[config.mk]
export PLATFORM = sky130hd
export DESIGN_NAME = alu_req_scheduler
export DESIGN_NICKNAME = d
export VERILOG_FILES = /design/src/rtl/alu_req_scheduler.sv
export SDC_FILE = /design/constraint.sdc
export NUM_CORES = 1
export LEC_CHECK = 0
export CORE_ASPECT_RATIO = 1.75
export CORE_MARGIN = 2
export CORE_UTILIZATION = 42
export CTS_CLUSTER_DIAMETER = 150
export CTS_CLUSTER_SIZE = 28
export DETAILED_ROUTE_END_ITERATION = 16
export PLACE_DENSITY_LB_ADDON = 0.15
export SYNTH_ARGS = -nofsm -noshare
export SYNTH_HDL_FRONTEND = slang
export SYNTH_SLANG_ARGS = --single-unit
[constraint.sdc]
create_clock -name clk -period 3.1 [get_ports clk]
set_clock_uncertainty 0.2 [all_clocks]
set_input_delay 0.62 -clock clk [delete_from_list [all_inputs] [get_ports clk]]
set_output_delay 0.62 -clock clk [all_outputs]
set_load 0.005 [all_outputs]
[src/rtl/alu_req_scheduler.sv]
// ---------------------------------------------------------------------------
// alu_req_scheduler
//   Shares one combinational ALU between two requesters. A round-robin
//   arbiter picks a winner in IDLE, the winner's operands are registered onto
//   the ALU inputs, the result is captured after EXEC_CYCLES cycles and held
//   on a single response port until the consumer takes it.
//
// Ports
//   clk, rst_n              clock (rising edge), async active-low reset
//   reqN_valid/ready        request handshake for requester N (N = 0, 1)
//   reqN_a, reqN_b          operands A/B for requester N
//   reqN_sel                op select for requester N
//   alu_a, alu_b, alu_sel   registered operand/select drive to the shared ALU
//   alu_result              ALU result (DATA_W+1 bits, carry included)
//   rsp_valid/ready         response handshake
//   rsp_id                  requester that owns the response
//   rsp_data                captured ALU result, unmodified
//   dbg_state               current FSM state (0 IDLE, 1 EXEC, 2 RESP)
//   grant_cnt0/1            saturating accept counters, only when the
//                           ALU_SCHED_STATS_EN macro is defined
//
// Handshake semantics (all ports): a transfer happens on a rising edge where
// valid and ready are both high. A requester keeps valid high with stable
// payload until it sees ready; reqN_ready is combinational and only high in
// IDLE for the granted requester. rsp_valid, once high, stays high with
// stable rsp_id/rsp_data until the edge where rsp_ready is also high.
// ---------------------------------------------------------------------------
module alu_req_scheduler #(
  parameter int DATA_W      = 8,
  parameter int SEL_W       = 4,
  parameter int EXEC_CYCLES = 1
) (
  input  logic              clk,
  input  logic              rst_n,
  input  logic              req0_valid,
  output logic              req0_ready,
  input  logic [DATA_W-1:0] req0_a,
  input  logic [DATA_W-1:0] req0_b,
  input  logic [SEL_W-1:0]  req0_sel,
  input  logic              req1_valid,
  output logic              req1_ready,
  input  logic [DATA_W-1:0] req1_a,
  input  logic [DATA_W-1:0] req1_b,
  input  logic [SEL_W-1:0]  req1_sel,
  output logic [DATA_W-1:0] alu_a,
  output logic [DATA_W-1:0] alu_b,
  output logic [SEL_W-1:0]  alu_sel,
  input  logic [DATA_W:0]   alu_result,
  output logic              rsp_valid,
  input  logic              rsp_ready,
  output logic              rsp_id,
  output logic [DATA_W:0]   rsp_data,
`ifdef ALU_SCHED_STATS_EN
  output logic [15:0]       grant_cnt0,
  output logic [15:0]       grant_cnt1,
`endif
  output logic [1:0]        dbg_state
);

  typedef enum logic [1:0] {
    IDLE = 2'd0,
    EXEC = 2'd1,
    RESP = 2'd2
  } state_t;

  localparam logic [3:0] C_CNT_LOAD = 4'(EXEC_CYCLES - 1);

  state_t              r_state;
  state_t              w_next_state;
  logic [3:0]          r_cnt;
  logic                r_last_grant;
  logic [DATA_W-1:0]   r_alu_a;
  logic [DATA_W-1:0]   r_alu_b;
  logic [SEL_W-1:0]    r_alu_sel;
  logic                r_rsp_valid;
  logic                r_rsp_id;
  logic [DATA_W:0]     r_rsp_data;

  logic                w_any_valid;
  logic                w_grant;
  logic                w_accept;

  // On a tie the requester that did not win last time goes first. r_last_grant
  // resets to 1 so requester 0 wins the first tie.
  always_comb begin
    w_grant = 1'b0;
    if (req0_valid && req1_valid) w_grant = ~r_last_grant;
    else if (req1_valid)          w_grant = 1'b1;
  end

  assign w_any_valid = req0_valid | req1_valid;
  assign w_accept    = (r_state == IDLE) && w_any_valid;
  assign req0_ready  = w_accept && !w_grant;
  assign req1_ready  = w_accept &&  w_grant;

  always_comb begin
    w_next_state = r_state;
    case (r_state)
      IDLE:    if (w_accept) w_next_state = EXEC;
      EXEC:    if (r_cnt == 4'd0) w_next_state = RESP;
      RESP:    if (rsp_ready) w_next_state = IDLE;
      default: w_next_state = IDLE;
    endcase
  end

  always_ff @(posedge clk or negedge rst_n) begin
    if (!rst_n) begin
      r_state      <= IDLE;
      r_cnt        <= 4'd0;
      r_last_grant <= 1'b1;
      r_alu_a      <= '0;
      r_alu_b      <= '0;
      r_alu_sel    <= '0;
      r_rsp_valid  <= 1'b0;
      r_rsp_id     <= 1'b0;
      r_rsp_data   <= '0;
    end else begin
      r_state <= w_next_state;
      case (r_state)
        IDLE: begin
          if (w_accept) begin
            r_alu_a      <= w_grant ? req1_a   : req0_a;
            r_alu_b      <= w_grant ? req1_b   : req0_b;
            r_alu_sel    <= w_grant ? req1_sel : req0_sel;
            r_rsp_id     <= w_grant;
            r_last_grant <= w_grant;
            r_cnt        <= C_CNT_LOAD;
          end
        end
        EXEC: begin
          if (r_cnt == 4'd0) begin
            r_rsp_data  <= alu_result;
            r_rsp_valid <= 1'b1;
          end else begin
            r_cnt <= r_cnt - 4'd1;
          end
        end
        RESP: begin
          if (rsp_ready) r_rsp_valid <= 1'b0;
        end
        default: ;
      endcase
    end
  end

  assign alu_a     = r_alu_a;
  assign alu_b     = r_alu_b;
  assign alu_sel   = r_alu_sel;
  assign rsp_valid = r_rsp_valid;
  assign rsp_id    = r_rsp_id;
  assign rsp_data  = r_rsp_data;
  assign dbg_state = r_state;

`ifdef ALU_SCHED_STATS_EN
  logic [15:0] r_grant_cnt0;
  logic [15:0] r_grant_cnt1;

  always_ff @(posedge clk or negedge rst_n) begin
    if (!rst_n) begin
      r_grant_cnt0 <= 16'd0;
      r_grant_cnt1 <= 16'd0;
    end else if (w_accept) begin
      if (!w_grant && r_grant_cnt0 != 16'hFFFF) r_grant_cnt0 <= r_grant_cnt0 + 16'd1;
      if ( w_grant && r_grant_cnt1 != 16'hFFFF) r_grant_cnt1 <= r_grant_cnt1 + 16'd1;
    end
  end

  assign grant_cnt0 = r_grant_cnt0;
  assign grant_cnt1 = r_grant_cnt1;
`endif

endmodule

**Yosys cells after proc, flatten, opt, wreduce, memory -nomap -nowiden**

Index checks and enable logic that the tools add are counted.

- Word-level logic and storage cells: 47
- Bits in latches: 0
- RAM bits: 0
- Memories kept: 0
- Memory bits (read-only): 0
- Bits of input ports: 54
- Register bits after elaboration: 38

- Div/mod/pow operators: 0
- Bitwise logic cells: 2
- $add $sub $neg: 1
- Multipliers: 0
- Multiplexer cells: 15
- Equality and inequality tests: 6
- Shifts and indexed selects: 0
- Magnitude comparators: 0
- Reductions and logical operators: 14

Operator list:

| operator | count |
|---|---|
| 8-bit two-way mux | 2 |
| 4-bit two-way mux | 3 |
| 3-bit AND reduction | 3 |
| 2-bit inequality test (second input constant) | 4 |
| 4-bit case mux with 2 select lines | 1 |
| 2-bit two-way mux | 3 |
| 2-bit case mux with 3 select lines | 1 |
| 1-bit logical AND | 4 |
| 4-bit zero test | 1 |
| 1-bit two-way mux | 4 |
| 2-bit AND reduction | 2 |
| 2-bit nonzero test | 2 |
| 4-bit by 1-bit subtractor with 4-bit output (second input constant) | 1 |
| 2-bit by 1-bit == test with 1-bit output (second input constant) | 1 |
| 2-bit == test (second input constant) | 1 |
| 2-bit zero test | 1 |
| 1-bit case mux with 2 select lines | 1 |
| 1-bit zero test | 1 |
| 1-bit inverter | 1 |
| 1-bit bitwise OR | 1 |

**Depth between registers and ports, before layout**

Gate-level depths: netlist of run 1.

- Word-level depth: 4
- Depth in mapped cells: 6
- Mapped depth without buffers: 5

**Worst setup path after synthesis of run 1**

No wires, ideal clock.

- Path kind: input to output
- Start: input port req1_valid
- End: output port req1_ready
- Arrival: 1211 ps
- Slack: 1069 ps
- Stages on the path: 3
- Path buffers: 1
- Cells stage by stage: a21boi_1 > clkbuf_1 > and2_1

- Longest elaborated chain between the ends: 3

RTL lines:

| item | line | text |
|---|---|---|
| start, declared | 40 | `input logic req1_valid,` |
| 1-bit two-way mux, or another cell as far along | 88 | `else if (req1_valid) w_grant = 1'b1;` |
| 1-bit two-way mux or 1-bit logical AND (tied branches) | 87, 92 |  |
| 1-bit logical AND * | 94 | `assign req1_ready = w_accept && w_grant;` |
| end, declared | 41 | `output logic req1_ready,` |

Mark *: on every way between the ends. The rest lies on a longest branch, timed or not.

**Worst setup path in the final report of run 1**

Ends and elaborated chain as after synthesis.

==> results of run 1 <==
## kinds of logic (layout without fill, tap and decap cells)
family,Yosys count,after routing,share of synthesized area
AO/OA/AOI/OAI,35,35,0.170
multiplexers,11,11,0.0902
flip-flops,38,38,0.554
adder cells (fa/ha/maj),1,1,0.00728
AND/OR/NAND/NOR,33,33,0.132
buffers and inverters,14,105,0.0458
## routing by layer
metal  share of wire  wire (µm)
met3           0.071        339
met5               0          0
met2            0.53       2520
met4           0.022        104
met1            0.38       1810
## synth_stat cells
master / number
sky130_fd_sc_hd__nor3b_4: 1
sky130_fd_sc_hd__mux2i_1: 2
sky130_fd_sc_hd__a21boi_1: 1
sky130_fd_sc_hd__a21o_1: 2
sky130_fd_sc_hd__dfstp_2: 1
sky130_fd_sc_hd__a21oi_1: 2
sky130_fd_sc_hd__a211oi_1: 1
sky130_fd_sc_hd__and3_1: 20
sky130_fd_sc_hd__ha_1: 1
sky130_fd_sc_hd__nor3_1: 3
sky130_fd_sc_hd__or4_1: 1
sky130_fd_sc_hd__nor3b_2: 1
sky130_fd_sc_hd__mux2_4: 9
sky130_fd_sc_hd__a221o_1: 20
sky130_fd_sc_hd__nor2_1: 1
sky130_fd_sc_hd__buf_2: 3
sky130_fd_sc_hd__nor2_2: 1
sky130_fd_sc_hd__inv_1: 4
sky130_fd_sc_hd__and3_4: 1
sky130_fd_sc_hd__o21ai_1: 2
sky130_fd_sc_hd__clkbuf_1: 4
sky130_fd_sc_hd__and2_1: 1
sky130_fd_sc_hd__dfrtp_1: 37
sky130_fd_sc_hd__buf_6: 3
sky130_fd_sc_hd__nand3b_1: 1
sky130_fd_sc_hd__o21ai_0: 5
sky130_fd_sc_hd__nand2b_1: 1
sky130_fd_sc_hd__a31o_1: 2
sky130_fd_sc_hd__nor3b_1: 1
## worst max-delay path by stage
stage	to	slack (ns)	start	depth (start not counted)
after floorplan	req1_ready	1.07	req1_valid	3
after global placement	req1_ready	0.19	req1_valid	4
after detailed placement	req1_ready	0.17	req1_valid	4
after CTS	req1_ready	0.17	req1_valid	4
after global routing	req1_ready	0.07	req1_valid	4
final	req1_ready	0.19	req1_valid	4
## area by class of cell
cell class / instances / area, µm²
inverter: 4 / 15.0
fill: 311 / 1160
clock inverter: 3 / 40.0
timing repair buffer: 93 / 913
sequential: 38 / 952
tap: 48 / 60.1
clock buffer: 5 / 68.8
multi-input combinational: 80 / 692
## state kept, by name, summed over array words and instances (netlist names)
register	cells
alu_b	8
rsp_valid	1
alu_sel	4
rsp_data	9
r_last_grant	1
alu_a	8
rsp_id	1
dbg_state	2
r_cnt	4
## through the flow
stage               hold WS (ns)  setup WS, ns  instance area, µm²  total power [W]
finish                     0.222         0.188                2740          0.00260
global route               0.277        0.0663                2740          0.00278
CTS                        0.254         0.171                2740          0.00263
detailed placement         0.266         0.170                2630          0.00221
global placement           0.263         0.191                2630          0.00216
floorplan                  0.124          1.07                1720          0.00156
## worst register-to-register path, delay by kind of cell, from the launching register on
family	cells	cell delay (ns)
AND/OR/NAND/NOR	2	0.51
flip-flops	1	0.40
multiplexers	1	0.32
buffers and inverters	2	0.31
adder cells (fa/ha/maj)	1	0.20
## where the power goes
group / internal [W] / total [W] / switching, W / leakage (nW)
Combinational: 0.000821 / 0.00128 / 0.000457 / 0.717
Sequential: 0.000743 / 0.000919 / 0.000175 / 0.464
Clock: 0.000237 / 0.000409 / 0.000172 / 0.0579
Total: 0.00180 / 0.00260 / 0.000804 / 1.24
==> metrics.log, run 1 <==
[metrics] met1 track utilization from global routing: 0.255
[metrics] GRT Residual Overflow: 0
[metrics] number of top-level design ports: 89
[metrics] fraction of the yosys area taken by sequential cells: 0.554
[metrics] critical path launch point type: primary input
[metrics] width of the die: 52.4 µm
[metrics] die area: 4640 µm²
[metrics] pin count of the biggest net entering global routing: 39
[metrics] power density relative to cell area: 950 nW/µm²
[metrics] # nets final: 277
[metrics] placement row count: 30
[metrics] placed cell count: 263
[metrics] endpoints failing hold: 0
[metrics] final critical-path share of the clock period: 0.939
[metrics] DRC Markers: 0
[metrics] slew of the pin with the lowest slew margin: 0.819 ns
[metrics] placeable core region: 3900 µm²
[metrics] cell count after synthesis: 132
[metrics] setup repair after global routing missed its margin: false
[metrics] Skew-Pair Late Insertion Delay: 0.28 ns
[metrics] Synth top area share: 0.539
[metrics] antenna violation net count after detailed routing: 0
[metrics] CTS Buf Count: 5
[metrics] die height: 88.6 µm
[metrics] commonest non-fill, non-tap cell in the layout: sky130_fd_sc_hd__clkdlybuf4s50_1
[metrics] worst path arrival time: 2.09 ns
[metrics] Final Instance Count excl. Fillers: 271
[metrics] clk buf depth: 2
[metrics] met2 track demand over resource in global routing: 0.381
[metrics] root buffer cell: sky130_fd_sc_hd__clkbuf_8
[metrics] static power due to leakage: 1.24 nW
[metrics] share of layout cells above drive strength 1: 0.130
[metrics] critical path class: primary input to output pin
[metrics] Detailed Place HPWL: 3490 µm
[metrics] detailed-route wire length per cell: 17.6 µm
[metrics] Syn Std Cell Area: 1720 µm²
[metrics] maximum clock frequency: 0.343 GHz
[metrics] number of hold-repair buffers added at the cts stage: 0
[metrics] global-route total usage across every layer: 0.221
[metrics] diode insertion count for antenna repair: 0
[metrics] Iter 0 DRT Violations: 35
[metrics] via/cell ratio: 5.54
[metrics] flop2flop setup slack: 1.03 ns
[metrics] critical-path cell with the highest stage delay: sky130_fd_sc_hd__clkdlybuf4s50_1
[metrics] total of endpoints with negative setup slack in the final report: 0
[metrics] H-tree levels: 2
[metrics] origin of the critical flop-to-flop path: r_cnt[0]
[metrics] utilization after layout: 0.702
[metrics] vias in the first global route: 1574
[metrics] Worst VDD drop: 0.678 mV
[metrics] number of storage elements in the synthesis netlist: 38
[metrics] number of slew-limit violations in the final report: 0
[metrics] number of library cell types mapped by synthesis: 29
[metrics] headroom to the max-slew limit: 0.454
[metrics] synthesis-to-layout area growth: 59.5%
[metrics] largest fanout on the critical path: 4
[metrics] sum of buffers and inverters on the critical path: 2
[metrics] most congested layer reported by global routing: met2
[metrics] antenna violations before repair: 0
[metrics] leading cell types by total area after synthesis: sky130_fd_sc_hd__dfrtp_1 54%, sky130_fd_sc_hd__a221o_1 12%, sky130_fd_sc_hd__mux2_4 7.9%
[metrics] worst min-delay path category: primary input to async pin
[metrics] endpoint of the worst register-to-register path: rsp_data[5]
[metrics] total of max-cap violations: 0
[metrics] worst path cell trace: clkdlybuf4s50_1, a21boi_1, and2_1, clkdlybuf4s50_1
[metrics] CP required: 2.28 ns
[metrics] status: finished clean
[metrics] number of port buffers: 88
[metrics] dominant cell type by area after synthesis: sky130_fd_sc_hd__dfrtp_1
[metrics] highest-count cells in the layout ignoring fill and taps: 87 x sky130_fd_sc_hd__clkdlybuf4s50_1, 37 x sky130_fd_sc_hd__dfrtp_1, 20 x sky130_fd_sc_hd__and3_1, 20 x sky130_fd_sc_hd__a221o_1, 9 x sky130_fd_sc_hd__mux2_4
[metrics] minimum period implied by the final worst setup slack: 2.91 ns
[metrics] peak per-stage delay on the critical path: 0.55 ns
[metrics] routing usage on met3: 0.0659
[metrics] crit-path leading delay family: buffers and inverters
[metrics] Net Count, Synth: 187
[metrics] buffers inserted during post-CTS setup optimization: 0
[metrics] global-route wire length before repair: 7620 µm
[metrics] routed wire length: 4780 µm
[metrics] total number of vias: 1500
[metrics] yosys synthesis warning count: 0
[metrics] endpoint kind of the worst setup timing path: output pin
[metrics] starting density of the core: 0.440
[metrics] PostCTS Resize Cnt: 0
[metrics] Clock Sinks: 38
[metrics] sum of negative setup slack: 0 ns
[metrics] routability-driven placement congestion ratio: 0.776
[metrics] Clock Pin Slew Worst Setup and Hold Paths: 0.08 ns
[metrics] Top cell by count, worst path: sky130_fd_sc_hd__clkdlybuf4s50_1
[metrics] synthesized area per cell: 13.0 µm²
[metrics] length in cells of the worst reg-to-reg path: 6
[metrics] number of detailed-route iterations in the first pass: 4
[metrics] clock tree from TritonCTS: yes
(Power assumes the default switching activity.)
==> run 2: changes to the inputs <==
Settings changed: CORE_UTILIZATION 42 to 39.
Clock period 3.1 ns to 3 ns, I/O delays scaled along.
==> run 2 against run 1 <==
Cell count grew 1.1%. Combinational power increased by 4%. Critical endpoint unchanged. Count of clock-buffer cells in the layout increased by 1. Critical path type unchanged. Non-clock buffer count unchanged.
==> metrics.log, run 2 (same netlist as run 1, synthesis figures left out) <==
[metrics] flop2flop setup slack: 0.94 ns
[metrics] global-route wire length before repair: 7220 µm
[metrics] worst slack on hold paths: 0.210 ns
[metrics] antenna violation net count after detailed routing: 0
[metrics] worst min-delay path category: primary input to async pin
[metrics] number of fill cells in the layout: 362
[metrics] total of endpoints with negative setup slack in the final report: 0
[metrics] DRC Markers: 0
[metrics] routed wire length: 4890 µm
[metrics] switching power total: 0.000832 W
[metrics] largest fanout on the critical path: 4
[metrics] Final Instance Count excl. Fillers: 274
[metrics] worst path arrival time: 2.07 ns
[metrics] number of port buffers: 88
[metrics] pin count of the biggest net entering global routing: 39
[metrics] Iter 0 DRT Violations: 45
[metrics] area taken by multi-input logic gates: 688 µm²
[metrics] status: finished clean
[metrics] antenna violations before repair: 0
[metrics] global-route total usage across every layer: 0.203
[metrics] root buffer cell: sky130_fd_sc_hd__clkbuf_8
[metrics] combinational power share: 0.505
[metrics] buffers inserted during post-CTS setup optimization: 0
[metrics] combined flip-flop and latch cell area: 952 µm²
[metrics] # nets final: 277
[metrics] slew of the pin with the lowest slew margin: 0.831 ns
[metrics] P_int: 0.00180 W
[metrics] number of top-level design ports: 89
[metrics] sum of negative setup slack: 0 ns
[metrics] Skew-Pair Late Insertion Delay: 0.28 ns
[metrics] minimum period implied by the final worst setup slack: 2.87 ns
[metrics] detailed-route wire length per cell: 17.9 µm
[metrics] origin of the critical flop-to-flop path: r_cnt[0]
[metrics] GRT Residual Overflow: 0
[metrics] share of layout cells above drive strength 1: 0.126
[metrics] H-tree levels: 2
[metrics] endpoint kind of the worst setup timing path: output pin
[metrics] clock tree from TritonCTS: yes
[metrics] Seq pwr share: 0.359
[metrics] total number of vias: 1502
[metrics] clock network fraction of total power: 0.136
[metrics] utilization after layout: 0.631
[metrics] starting density of the core: 0.398
[metrics] CTS Buf Count: 5
[metrics] setup repair after global routing missed its margin: false
[metrics] vias in the first global route: 1511
[metrics] Clock Sinks: 38
[metrics] Largest register FFs: 9
[metrics] Clock Pin Slew Worst Setup and Hold Paths: 0.07 ns
[metrics] critical path class: primary input to output pin
[metrics] synthesis-to-layout area growth: 58.7%
[metrics] power density relative to cell area: 965 nW/µm²
[metrics] commonest non-fill, non-tap cell in the layout: sky130_fd_sc_hd__clkdlybuf4s50_1
[metrics] diode insertion count for antenna repair: 0
[metrics] endpoints failing hold: 0
[metrics] total of max-cap violations: 0
[metrics] number of slew-limit violations in the final report: 0
[metrics] placement row count: 32
[metrics] length in cells of the worst reg-to-reg path: 6
[metrics] net switching fraction of the power: 0.316
[metrics] final critical-path share of the clock period: 0.957
[metrics] placed cell count: 266
[metrics] Worst VDD drop: 0.595 mV
[metrics] maximum clock frequency: 0.348 GHz
[metrics] width of the die: 54.2 µm
[metrics] number of hold-repair buffers added at the cts stage: 0
[metrics] clk buf depth: 2
[metrics] PostCTS Resize Cnt: 0
[metrics] Detailed Place HPWL: 3610 µm
[metrics] number of detailed-route iterations in the first pass: 4
[metrics] static power due to leakage: 1.23 nW
[metrics] routability-driven placement congestion ratio: 0.789
[metrics] placeable core region: 4320 µm²
[metrics] headroom to the max-slew limit: 0.446
[metrics] CP required: 2.20 ns
[metrics] highest-count cells in the layout ignoring fill and taps: 87 x sky130_fd_sc_hd__clkdlybuf4s50_1, 37 x sky130_fd_sc_hd__dfrtp_1, 20 x sky130_fd_sc_hd__and3_1, 20 x sky130_fd_sc_hd__a221o_1, 9 x sky130_fd_sc_hd__mux2_4
[metrics] die area: 4980 µm²
[metrics] via/cell ratio: 5.48
[metrics] endpoint of the worst register-to-register path: rsp_data[8]
[metrics] die height: 91.8 µm
[metrics] critical path launch point type: primary input
## run 2: cell count changes in the layout (fill, tap and decap cells not counted), sizes merged
cell      before  now
clkbuf         5    6
clkinv         2    1
bufinv         1    0
clkinvlp       0    1
## run 2: per-layer routing
| layer | wire (µm) | track usage |
|---|---|---|
| met1 | 1940 | 0.238 |
| met2 | 2560 | 0.336 |
| met3 | 304 | 0.0570 |
| met4 | 88 | 0.0771 |
| met5 | 0 | 0 |
## run 2: per-stage QoR
stage	instance area, µm²	worst slack (ns)	power, W
2_1_floorplan	1720	1.01	0.00161
3_3_place_gp	2630	0.207	0.00224
3_5_place_dp	2630	0.136	0.00229
4_1_cts	2730	0.126	0.00266
5_1_grt	2730	0.0531	0.00281
6_report	2730	0.129	0.00263
## run 2: critical path, stage by stage
cell and delay (ns):
sky130_fd_sc_hd__clkdlybuf4s50_1 0.52, sky130_fd_sc_hd__a21boi_1 0.23, sky130_fd_sc_hd__and2_1 0.20, sky130_fd_sc_hd__clkdlybuf4s50_1 0.52
## run 2: worst max-delay path by stage
stage | startpoint | end | slack [ns] | cells past startpoint
after floorplan | req1_valid | req1_ready | 1.01 | 3
after global placement | req1_valid | req1_ready | 0.21 | 4
after detailed placement | req1_valid | req1_ready | 0.14 | 4
after CTS | req1_valid | req1_ready | 0.13 | 4
after global routing | req1_valid | req1_ready | 0.05 | 4
final | req1_valid | req1_ready | 0.13 | 4
## run 2: area by class of cell
class / instances / share of cell area
clock buffers: 6 / 0.0303
inverters: 4 / 0.00550
repair buffers: 93 / 0.335
well taps: 51 / 0.0234
clock inverters: 2 / 0.00459
flip-flops and latches: 38 / 0.349
multi-input cells: 80 / 0.252
## run 2: power groups by stage
stage | Combinational, W | Clock (W) | Sequential (W)
after detailed placement | 0.00133 | 0 | 0.000954
final | 0.00133 | 0.000357 | 0.000946
after CTS | 0.00135 | 0.000369 | 0.000946
after floorplan | 0.000670 | 0 | 0.000940
after global routing | 0.00144 | 0.000392 | 0.000980
after global placement | 0.00130 | 0 | 0.000939
